**config.mk**
```make
export PLATFORM = sky130hd
export DESIGN_NAME = mem_port_arbiter
export DESIGN_NICKNAME = d
export VERILOG_FILES = /design/src/rtl/mem_port_arbiter.sv
export SDC_FILE = /design/constraint.sdc
export NUM_CORES = 1
export LEC_CHECK = 0
export ABC_AREA = 1
export CORE_AREA = 2 2 152 154
export CTS_CLUSTER_DIAMETER = 120
export DETAILED_ROUTE_END_ITERATION = 10
export DIE_AREA = 0 0 154 156
export HOLD_SLACK_MARGIN = 0.1
export PLACE_DENSITY = 0.6
export SYNTH_ARGS = -nofsm -noshare
export SYNTH_HDL_FRONTEND = slang
export SYNTH_SLANG_ARGS = --single-unit
```
**constraint.sdc**
```tcl
create_clock -name clock -period 2.5 [get_ports clock]
set_clock_uncertainty 0.05 [all_clocks]
set_input_delay 0.75 -clock clock [delete_from_list [all_inputs] [get_ports clock]]
set_output_delay 0.75 -clock clock [all_outputs]
set_load 0.05 [all_outputs]
```
**src/rtl/mem_port_arbiter.sv**
```systemverilog
// Round-robin arbiter sharing memory port A between the CPU load/store unit and the debug engine.
// Each request takes three cycles: latch in IDLE, drive the memory in ACCESS, return data in DONE.
module mem_port_arbiter (
   input  logic        clock,
   input  logic        reset_n,
   input  logic        req0,
   input  logic        req1,
   input  logic        we0,
   input  logic        we1,
   input  logic [15:0] addr0,
   input  logic [15:0] addr1,
   input  logic [1:0]  size0,
   input  logic [1:0]  size1,
   input  logic        sext0,
   input  logic        sext1,
   input  logic [31:0] wdata0,
   input  logic [31:0] wdata1,
   output logic        ack0,
   output logic        ack1,
   output logic        err,
   output logic [31:0] rdata,
   output logic [13:0] mem_address,
   output logic [3:0]  mem_byteena,
   output logic [31:0] mem_data,
   output logic        mem_wren,
   input  logic [31:0] mem_q
);

   typedef enum logic [1:0] {IDLE, ACCESS, DONE} state_t;

   state_t      state;
   state_t      state_next;

   logic        last_grant;
   logic        grant_id;
   logic        lat_we;
   logic        lat_sext;
   logic        lat_err;
   logic [15:0] lat_addr;
   logic [1:0]  lat_size;
   logic [31:0] lat_wdata;

   logic        sel_id;
   logic        sel_we;
   logic        sel_sext;
   logic        sel_err;
   logic [15:0] sel_addr;
   logic [1:0]  sel_size;
   logic [31:0] sel_wdata;

   logic [3:0]  lane_en;
   logic [31:0] store_data;
   logic [31:0] load_shifted;
   logic [31:0] load_value;

   // last_grant == 1 means requester 0 wins the next tie.
   always_comb begin
      sel_id = 1'b0;
      if (req0 && req1) begin
         sel_id = ~last_grant;
      end else if (req1) begin
         sel_id = 1'b1;
      end
      sel_we    = sel_id ? we1    : we0;
      sel_addr  = sel_id ? addr1  : addr0;
      sel_size  = sel_id ? size1  : size0;
      sel_sext  = sel_id ? sext1  : sext0;
      sel_wdata = sel_id ? wdata1 : wdata0;
      sel_err   = 1'b0;
      case (sel_size)
         2'b00:   sel_err = 1'b0;
         2'b01:   sel_err = sel_addr[0];
         2'b10:   sel_err = |sel_addr[1:0];
         default: sel_err = 1'b1;
      endcase
   end

   always_ff @(posedge clock) begin
      if (!reset_n) begin
         state <= IDLE;
      end else begin
         state <= state_next;
      end
   end

   always_comb begin
      state_next = state;
      case (state)
         IDLE:    if (req0 || req1) state_next = ACCESS;
         ACCESS:  state_next = DONE;
         DONE:    state_next = IDLE;
         default: state_next = IDLE;
      endcase
   end

   // Lane placement for stores and lane extraction for loads, both from the latched request.
   always_comb begin
      lane_en = 4'b0000;
      case (lat_size)
         2'b00:   lane_en = 4'b0001 << lat_addr[1:0];
         2'b01:   lane_en = 4'b0011 << lat_addr[1:0];
         2'b10:   lane_en = 4'b1111;
         default: lane_en = 4'b0000;
      endcase
      store_data   = lat_wdata << {lat_addr[1:0], 3'b000};
      load_shifted = mem_q >> {lat_addr[1:0], 3'b000};
      load_value   = load_shifted;
      case (lat_size)
         2'b00:   load_value = {{24{lat_sext & load_shifted[7]}}, load_shifted[7:0]};
         2'b01:   load_value = {{16{lat_sext & load_shifted[15]}}, load_shifted[15:0]};
         default: load_value = load_shifted;
      endcase
   end

   always_ff @(posedge clock) begin
      if (!reset_n) begin
         last_grant  <= 1'b1;
         grant_id    <= 1'b0;
         lat_we      <= 1'b0;
         lat_sext    <= 1'b0;
         lat_err     <= 1'b0;
         lat_addr    <= 16'h0000;
         lat_size    <= 2'b00;
         lat_wdata   <= 32'h0000_0000;
         ack0        <= 1'b0;
         ack1        <= 1'b0;
         err         <= 1'b0;
         rdata       <= 32'h0000_0000;
         mem_address <= 14'h0000;
         mem_byteena <= 4'b0000;
         mem_data    <= 32'h0000_0000;
         mem_wren    <= 1'b0;
      end else begin
         ack0     <= 1'b0;
         ack1     <= 1'b0;
         err      <= 1'b0;
         mem_wren <= 1'b0;
         case (state)
            IDLE: begin
               if (req0 || req1) begin
                  grant_id  <= sel_id;
                  lat_we    <= sel_we;
                  lat_sext  <= sel_sext;
                  lat_err   <= sel_err;
                  lat_addr  <= sel_addr;
                  lat_size  <= sel_size;
                  lat_wdata <= sel_wdata;
               end
            end
            ACCESS: begin
               mem_address <= lat_addr[15:2];
               mem_byteena <= lat_err ? 4'b0000 : lane_en;
               mem_data    <= lat_we ? store_data : 32'h0000_0000;
               mem_wren    <= lat_we & ~lat_err;
            end
            DONE: begin
               ack0        <= ~grant_id;
               ack1        <= grant_id;
               err         <= lat_err;
               rdata       <= (lat_we || lat_err) ? 32'h0000_0000 : load_value;
               last_grant  <= grant_id;
               mem_byteena <= 4'b0000;
            end
            default: begin
            end
         endcase
      end
   end

endmodule

```
==> impl_metrics.py <==
metrics = {
    "status": {
        "status": "finished, final reports clean",
    },
    "floorplanning": {
        "coreArea_um2": 22370,
        "fp.dieW_um": 154,
        "start_util_pct": 29.59,
        "die_height_um": 156,
        "ios": 226,
        "rows": 55,
        "die_area_um2": 24020,
    },
    "logic_synthesis": {
        "synthesis.nets": 1126,
        "synthArstFlopShare_pct": 0,
        "yosys.cell_count.top_type": "nand2_1",
        "synth_xor_area_share_pct": 0,
        "synth_top_cells_by_area": "dfxtp_1 (43%), nand2_1 (23%), a31oi_1 (4.7%)",
        "synth.mux.area_fraction_pct": 0,
        "synth-main-ff-cell": "dfxtp_1",
        "ys_types": 27,
        "postSynthCellCount": 982,
        "synth_commonest_cells": "nand2_1 (405), dfxtp_1 (143), nand3_1 (59), a31oi_1 (50), nor2_1 (47)",
        "synth_top_family_by_area": "simple AND/OR/NAND/NOR gates",
        "ys_seq_area_share_pct": 43.26,
        "syn_avg_cell_area_um2": 6.739,
        "yosys_warnings": 0,
        "synth_seq_cells": 143,
        "synth_top_area_share_pct": 43.26,
        "synth_edf_count": 0,
        "syn_area_um2": 6618,
        "synth-simple-area-share_pct": 31.82,
        "yosys.area.top_type": "dfxtp_1",
        "synth_compound_area_share_pct": 16.45,
        "yosys.area_share.adder_pct": 0.7563,
    },
    "min_path": {
        "hold_path_class": "register to register",
        "hold_start": "lat_err",
    },
    "cells_and_area": {
        "nets": 1325,
        "final_area_um2": 9713,
        "fin_cells": 1479,
        "drive_gt1_share_pct": 6.533,
        "antenna_cells": 0,
        "area_delta_synth_final_pct": 46.78,
    },
    "critical_path": {
        "path_buf_inv": 1,
        "arrival_ns": 1.63,
        "cp-end-kind": "primary output",
        "startpoint_type": "register",
        "path_max_fanout": 2,
        "crit_type": "register to primary output",
        "crit_path_top_delay_cell": "clkdlybuf4s50_1",
        "r2r-start": "state[0]",
        "slowest_delay_ns": 0.83,
        "setup.worst_path.start": "mem_data[23]",
        "cp.required_ns": 1.70,
        "path_delay_family": "buffers and inverters",
        "crit_chain": "clkdlybuf4s50_1",
    },
    "route": {
        "antenna_left": 0,
        "firstDrtPassIters": 5,
        "drt-met1-wl_um": 10520,
        "wl_met3_um": 1790,
        "routed_via_density": 4.777,
        "wire_per_inst_um": 15.22,
        "top_layer": "met4",
        "route.detailed.drc": 0,
        "drt-initial-drc-count": 518,
        "route.met2.wl_um": 9850,
        "via_count": 7065,
        "wl_um": 22510,
    },
    "clocking": {
        "cts_tree": "done",
        "htree_levels": 4,
        "cts_buffers": 17,
        "clk_pin_slew_ns": 0.06,
        "cts_setup_buffers": 0,
        "cts.sinks": 143,
        "cts-root-buf": "clkbuf_16",
        "clock_latency_ns": 0.42,
        "clockBufferDepth": 2,
        "ctsResizeCount": 0,
        "hold_buffers": 0,
    },
    "grt": {
        "grt_pass1_vias": 6688,
        "grt_pass1_wl_um": 35780,
        "grt_start_max_net_pins": 60,
        "grt_usage_pct": 18.74,
        "antenna_found_initial": 0,
        "gr-total-overflow": 0,
    },
    "pwr": {
        "p_int_uw": 4632,
        "vdd_drop_max_v": 0.0004065,
        "p_leak_uw": 0.004201,
        "pwr-share-seq_pct": 38.3,
        "p_sw_share_pct": 31.36,
        "p_comb_share_pct": 23.1,
        "p_sw_uw": 2117,
        "clkPwrFrac_pct": 38.7,
        "power_uw": 6749,
        "power_density_nw_per_um2": 694.8,
    },
    "placed_design": {
        "io_buffer_count": 225,
        "place_congestion": 0.8056,
        "dp.cells": 1447,
        "dp_hpwl_um": 16460,
        "placed_area_um2": 9116,
    },
    "run": {
        "max_cap_violations": 0,
    },
    "sta": {
        "rsz0062_at_grt": "no",
        "hold_violations": 0,
        "fmaxAchievable_mhz": 411.1,
        "finalMaxSlewViolations": 0,
        "maxSlewHeadroom_pct": 63.35,
        "fin_tns_setup_ns": 0,
        "fin_crit_ns": 2.433,
        "tightest_slew_ns": 0.5480,
        "min_period_over_period_pct": 97.30,
        "setup_violations": 0,
    },
}
-- flip-flops by register name (all words and copies together) (netlist names) --
signal       cells
lat_wdata       32
mem_data        32
rdata           32
lat_addr        16
mem_address     14
mem_byteena      4
lat_size         2
state            2
ack0             1
ack1             1
err              1
grant_id         1
last_grant       1
lat_err          1
lat_sext         1
lat_we           1
mem_wren         1
-- worst register-to-register path, delay by kind of cell (launching register included) --
family / cells / cell delay, ns
AO/OA/AOI/OAI: 1 / 0.15
adder cells (fa/ha/maj): 1 / 0.29
buffers and inverters: 3 / 0.55
flip-flops: 1 / 0.33
AND/OR/NAND/NOR: 3 / 0.52
-- kinds of logic after synthesis --
kind of cell    after synthesis
compound gates              192
fa+ha+maj                     4
buf+inv                     118
flops                       143
simple gates                525
-- power by group through the flow --
stage	Clock [uW]	Sequential (uW)	Combinational (uW)
floorplan	0	2800	767
global placement	0	2630	1550
detailed placement	0	2630	1560
CTS	2660	2580	1560
global route	2760	2610	1720
finish	2610	2580	1560
-- stage by stage --
stage	worst slack [ns]	util [%]	hold WS (ns)
finish	0.06742	43.43	0.3754
global route	0.008499	43.43	0.4175
CTS	0.03924	43.43	0.3751
detailed placement	0.1103	40.76	0.3644
global placement	0.1390	40.76	0.3635
floorplan	0.8503	-	0.3513
-- layout make-up --
| cell class | instances | area [um2] |
|---|---|---|
| well taps | 285 | 356.6 |
| inverters | 51 | 191.4 |
| clock buffers | 19 | 432.9 |
| flip-flops and latches | 143 | 2864 |
| fillers | 2318 | 12650 |
| multi-input cells | 721 | 3247 |
| clock inverters | 13 | 163.9 |
| repair buffers | 247 | 2457 |
-- path summary, 6_finish.rpt --
path	endpoint	slack, ns	depth (start not counted)
setup / recovery	mem_data[23]	0.07	1
hold reg to reg	mem_wren	0.38	1
hold / removal	mem_wren	0.38	1
setup reg to reg	rdata[2]	0.57	8
-- routing by layer --
layer,vias to the layer above,global-route usage (%)
met4,0,5.741
li1,3608,-
met3,24,5.250
met1,3184,24.81
met5,-,0
met2,249,29.68
-- layout by cell type, fill, tap and decap left out, drive strengths merged, types with 2 or more instances in the layout --
master         count
clkdlybuf4s50    222
a31oi             50
clkbuf            19
clkinv             7
nor2              53
o21ai             78
nor3               2
buf               25
o211ai            23
ha                 4
nand2            407
nand3             62
inv               52
clkinvlp           2
a21oi             39
dfxtp            143
bufinv             3
Note: power is estimated with default switching activity, not from simulation.
